File: src/rtl/fixed_point_shift_add_multiplier.sv
// Sequential shift-add multiplier: rebuilds the dividend from a fixed-point
// quotient and integer divisor, one multiplier bit per clock.
module fixed_point_shift_add_multiplier #(
    parameter int QW   = 8,
    parameter int FRAC = 4,
    parameter int BW   = 4
) (
    input  logic                 clk,
    input  logic                 rst_n,
    input  logic                 start,
    input  logic [QW-1:0]        q_in,
    input  logic [BW-1:0]        b_in,
    output logic                 busy,
    output logic                 done,
    output logic [QW+BW-1:0]     product,
    output logic [QW+BW-FRAC-1:0] int_part,
    output logic                 exact
);

    localparam int PW = QW + BW;
    localparam int CW = (BW > 1) ? $clog2(BW) : 1;
    localparam logic [CW-1:0] CLAST = CW'(BW - 1);

    typedef enum logic [1:0] {
        IDLE = 2'd0,
        RUN  = 2'd1,
        FIN  = 2'd2
    } state_t;

    state_t state, state_nx;

    logic [PW-1:0] mcand;
    logic [BW-1:0] mplier;
    logic [PW-1:0] acc;
    logic [CW-1:0] cnt;

    logic accept;
    logic last;
    logic [PW-1:0] addend;

    assign accept = (state == IDLE) && start;
    assign last   = (cnt == CLAST);
    assign addend = mplier[0] ? (mcand << cnt) : '0;

    always_ff @(posedge clk or negedge rst_n) begin
        if (!rst_n) begin
            state <= IDLE;
        end else begin
            state <= state_nx;
        end
    end

    always_comb begin
        state_nx = state;
        busy     = 1'b0;
        unique case (state)
            IDLE: begin
                if (start) begin
                    state_nx = RUN;
                end
            end
            RUN: begin
                busy = 1'b1;
                if (last) begin
                    state_nx = FIN;
                end
            end
            FIN: begin
                busy     = 1'b1;
                state_nx = IDLE;
            end
            default: begin
                state_nx = IDLE;
            end
        endcase
    end

    // Operands are captured only at acceptance, so input changes mid-run are harmless.
    always_ff @(posedge clk or negedge rst_n) begin
        if (!rst_n) begin
            mcand  <= '0;
            mplier <= '0;
            acc    <= '0;
            cnt    <= '0;
        end else if (accept) begin
            mcand  <= PW'(q_in);
            mplier <= b_in;
            acc    <= '0;
            cnt    <= '0;
        end else if (state == RUN) begin
            acc    <= acc + addend;
            mplier <= mplier >> 1;
            cnt    <= last ? cnt : cnt + 1'b1;
        end
    end

    always_ff @(posedge clk or negedge rst_n) begin
        if (!rst_n) begin
            product <= '0;
            exact   <= 1'b0;
            done    <= 1'b0;
        end else begin
            done <= 1'b0;
            if (state == FIN) begin
                product <= acc;
                exact   <= (acc[FRAC-1:0] == '0);
                done    <= 1'b1;
            end
        end
    end

    assign int_part = product[PW-1:FRAC];

endmodule

File: config.mk
export PLATFORM = sky130hd
export DESIGN_NAME = fixed_point_shift_add_multiplier
export DESIGN_NICKNAME = d
export VERILOG_FILES = /design/src/rtl/fixed_point_shift_add_multiplier.sv
export SDC_FILE = /design/constraint.sdc
export NUM_CORES = 1
export LEC_CHECK = 0
export BUFFER_PORTS_ARGS = -buffer_cell sky130_fd_sc_hd__clkbuf_2
export CAP_MARGIN = 20
export CORE_MARGIN = 3
export CORE_UTILIZATION = 25
export CTS_BUF_LIST = sky130_fd_sc_hd__clkbuf_8
export CTS_CLUSTER_DIAMETER = 200
export DETAILED_ROUTE_END_ITERATION = 8
export GPL_TIMING_DRIVEN = 0
export PLACE_DENSITY = 0.45
export SLEW_MARGIN = 20
export SYNTH_ARGS = -nofsm -noshare
export SYNTH_HDL_FRONTEND = slang
export SYNTH_SLANG_ARGS = --single-unit
export TNS_END_PERCENT = 10
File: constraint.sdc
create_clock -name clk -period 4.4 [get_ports clk]
set_input_delay 0.44 -clock clk [delete_from_list [all_inputs] [get_ports clk]]
set_output_delay 0.44 -clock clk [all_outputs]
set_load 0.02 [all_outputs]
======== After elaboration in Yosys (flattened, before gate mapping) ========
Index checks and enable logic that the tools add are counted.
word-level totals
  bits in registers ....................... 42
  output and inout port bits .............. 23
  logic and storage cells ................. 37
operators by class
  $add $sub $neg .......................... 2
  equal/unequal tests ..................... 6
  shifts and indexed selects .............. 1
  mux-type cells .......................... 13
  reductions and logical operators ........ 7
operators by type and width
  kind                   number
  $mux W12               3
  $add A12 B12 Y12       1
  $shl A8 B2 Y12         1
  $mux W2                5
  $mux W4                2
  $ne A2 B2 Y1 const B   3
  $eq A2 B2 Y1 const B   2
  $logic_not A4 Y1       1
  $pmux W2 S2            1
  $reduce_and A2 Y1      2
  $add A2 B1 Y2 const B  1
  $eq A2 B1 Y1 const B   1
  $logic_not A2 Y1       1
  $mux W1                2
  $reduce_bool A2 Y1     1
  $reduce_or A2 Y1       1
  $logic_and A1 B1 Y1    1

======== Depth between registers and ports, before layout ========
  depth after elaboration ................. 5
  depth in mapped cells ................... 10

======== Least setup slack after synthesis ========
No wires, ideal clock.
  path kind ............................... reg2reg
  start ................................... register cnt[0]
  end ..................................... register acc[9]
  setup time .............................. 104 ps
  arrival time ............................ 2579 ps
  setup slack ............................. 1717 ps
  stages on the path, launching flop included .. 10
  buffers on the path ..................... 1
  period minus slack after synthesis ...... 2683 ps
  cells stage by stage .................... dfrtp_1 clkbuf_1 mux4_2 and2_1 ha_1 a21oi_4 and2_4 a21oi_2 or4_1 o311ai_1
on the way
  cells in the longest elaborated chain, start to end .. 5
RTL lines
  what                    RTL line  source
  from (decl)             35        logic [CW-1:0] cnt;
  from (signal assigned)  93        cnt <= last ? cnt : cnt + 1'b1;
  $shl A8 B2 Y12          43        assign addend = mplier[0] ? (mcand << cnt) : '0;
  $mux W12                43
  $add A12 B12 Y12        91        acc <= acc + addend;
  $mux W12                90        end else if (state == RUN) begin
  $mux W12                85        end else if (accept) begin
  to (signal assigned)    91
  to (decl)               34        logic [PW-1:0] acc;
Every way passes these cells. The select of a mux whose other input is x is not followed.
A chain may end at the register's enable or synchronous reset.

======== Final worst setup path ========
Ends and elaborated chain as after synthesis.

==> flow_metrics.env <==
export IMPL_cts_resized=0
export IMPL_cap_violations=0
export IMPL_final_area_um2=2992
export IMPL_drcViolationCount=0
export IMPL_worst_setup_path_end_kind="register"
export IMPL_tns_ps=0
export IMPL_start_util=0.2575
export IMPL_diodes=0
export IMPL_cts_tree="built"
export IMPL_power_leakage_nw=1.481
export IMPL_drt_wl_total_um=5799
export IMPL_clk_path_buf_depth=2
export IMPL_die_y_um=106.6
export IMPL_die_area_um2=11360
export IMPL_finalCritPeriodShare=0.6727
export IMPL_relSlewSlack=0.5812
export IMPL_crit_type="reg2reg"
export IMPL_syn_inst=254
export IMPL_fp_coreArea_um2=9819
export IMPL_worst_pin_slew_ps=628.2
export IMPL_critPathLaunchType="register"
export IMPL_syn_to_final_growth_pct=18.31
export IMPL_rows=36
export IMPL_rsz0062_at_grt="false"
export IMPL_synth_most_common_cell="nand2_1"
export IMPL_fin_util=0.3047
export IMPL_yosysTopAreaCellShare=0.4156
export IMPL_rr_startpoint="cnt[0]"
export IMPL_viasPerCell=4.450
export IMPL_worst_endpoint_arrival_ps=3150
export IMPL_ys_flop_type="dfrtp_1"
export IMPL_grt_max_degree=25
export IMPL_hold_viol_final=0
export IMPL_htreeDepth=2
export IMPL_yosysSeqAreaShare=0.4156
export IMPL_r2r_end="acc[9]"
export IMPL_avgSynthCellArea_um2=9.955
export IMPL_cp_max_fo=7
export IMPL_antenna_found_initial=0
export IMPL_r2r_setup_slack_ps=1440
export IMPL_synth_top_area_cell="dfrtp_1"
export IMPL_cts_buffers_inserted=5
export IMPL_hpwl_um=4376
export IMPL_insertion_delay_ps=300
export IMPL_postPlaceCellArea_um2=2900
export IMPL_cts_sinks=42
export IMPL_grt_pass1_wl_um=9563
export IMPL_hold_buffers=0
export IMPL_min_path_type="in2async"
export IMPL_p_per_area_nw_per_um2=687.0
export IMPL_gp_congestion=0.8612
export IMPL_setup_viol_count_final=0
export IMPL_post_route_min_period_ps=2960
export IMPL_ios=38
export IMPL_grt_pass1_vias=1896
export IMPL_layout_drive_gt1_share=0.2267
export IMPL_crit_required_ps=4590
export IMPL_clk_pin_slew_worst_paths_ps=80
export IMPL_ant_nets=0
export IMPL_synthesis_area_um2=2529
export IMPL_fin_cells=433
export IMPL_drv_slew=0
export IMPL_num_vias=1927
export IMPL_placed_cells=425
export IMPL_status="finished clean"
export IMPL_max_freq_mhz=337.9
export IMPL_fin_skew_ps=5.599
export IMPL_cts_root_buf="clkbuf_8"
export IMPL_finalWorstSetupSlack_ps=1440
export IMPL_firstDrtPassIters=4
export IMPL_synth_common_cells="45 x nand2_1, 42 x dfrtp_1, 17 x nor2_1"
export IMPL_ys_top_cells_by_area="dfrtp_1 42%, ha_1 7.9%, mux2_1 6.7%"
export IMPL_syn_num_nets=286
export IMPL_overflow=0
export IMPL_wl_per_cell_um=13.39
export IMPL_grt_usage=0.1062
export IMPL_yosys_warnings=0
export IMPL_yosysUniqueCellTypes=48
export IMPL_post_cts_buffers=0
export IMPL_drtIter0Drc=63
export IMPL_synth_seq_cells=42
export IMPL_io_buffers=37
export IMPL_ir_drop_v=0.0001638
export IMPL_ff2ff_path_depth=8
export IMPL_synth_edf_count=0
export IMPL_fp_dieW_um=106.6
export IMPL_async_flop_share=1.000
export IMPL_layout_nets=331
export IMPL_dpl_worst_slack_ps=1479
==> sequential cells by signal (all words and copies together), names as in the netlist <==
name     cells
acc         12
product     12
mcand        8
mplier       4
cnt          2
state        2
done         1
exact        1
==> final cells by class <==
type                       count  area, um^2
clock buffer                   6       82.58
inverter                       7       26.28
timing repair buffer          38       205.2
multi-input combinational    187        1349
tap                          133       166.4
sequential                    42        1051
buffer                        18       102.6
clock inverter                 2       8.758
fill                        1084        6828
==> worst max path at each step <==
| stage | slack, ps | to | start |
|---|---|---|---|
| after global placement | 1500 | acc[9] | cnt[0] |
| after global routing | 1230 | acc[9] | cnt[0] |
| after floorplan | 1720 | acc[9] | cnt[0] |
| after detailed placement | 1480 | acc[9] | cnt[0] |
| after CTS | 1440 | acc[9] | cnt[0] |
| final | 1440 | acc[9] | cnt[0] |
==> placed cells by master, fill, tap and decap left out, types with 6 or more instances in the layout <==
master    instances
clkbuf_2         37
mux2i_1          12
mux2_1           15
o21ai_1           7
o21ai_0           7
clkbuf_8          6
dfrtp_1          42
inv_1             7
nor2_1           17
buf_4             8
nand3_1           8
and2_1            6
a21oi_1           8
nand2_1          45
ha_1             16
==> report_power, final <==
group          leakage [nW]  switching, mW  internal, mW  total [mW]
Sequential            0.546          0.129         0.543       0.672
Clock                0.0524          0.132         0.124       0.257
Combinational         0.883          0.656         0.470        1.13
==> kinds of logic after synthesis <==
logic type / after synthesis / share of synthesized area
buffers and inverters: 25 / 0.05096
XOR/XNOR: 6 / 0.02078
flip-flops: 42 / 0.4156
AO/OA/AOI/OAI: 43 / 0.1192
multiplexers: 30 / 0.1410
AND/OR/NAND/NOR: 91 / 0.1653
adder cells (fa/ha/maj): 17 / 0.08709
==> metrics by stage <==
stage | hold WS (ps) | total power [mW]
5_1_grt | 146.7 | 2.234
3_5_place_dp | 452.3 | 1.813
6_report | 108.1 | 2.055
3_3_place_gp | 474.6 | 1.796
2_1_floorplan | 144.4 | 1.506
4_1_cts | 125.5 | 2.082
==> metal layers <==
layer	wire [um]	vias to the layer above	part of all wire	global-route usage
met5	0	-	0	0
met4	125	0	0.022	0.04475
met3	266	11	0.046	0.02288
met2	2440	50	0.42	0.1511
met1	2966	886	0.51	0.1547
li1	-	980	-	-
==> critical path: stages (launching register included) <==
cell and delay, ps:
dfrtp_1 370, clkbuf_1 360, mux4_2 550, and2_1 180, ha_1 350, a21oi_1 330, nor2_1 120, or4_1 510
o311ai_1 100
Note: power is estimated with default switching activity, not from simulation.
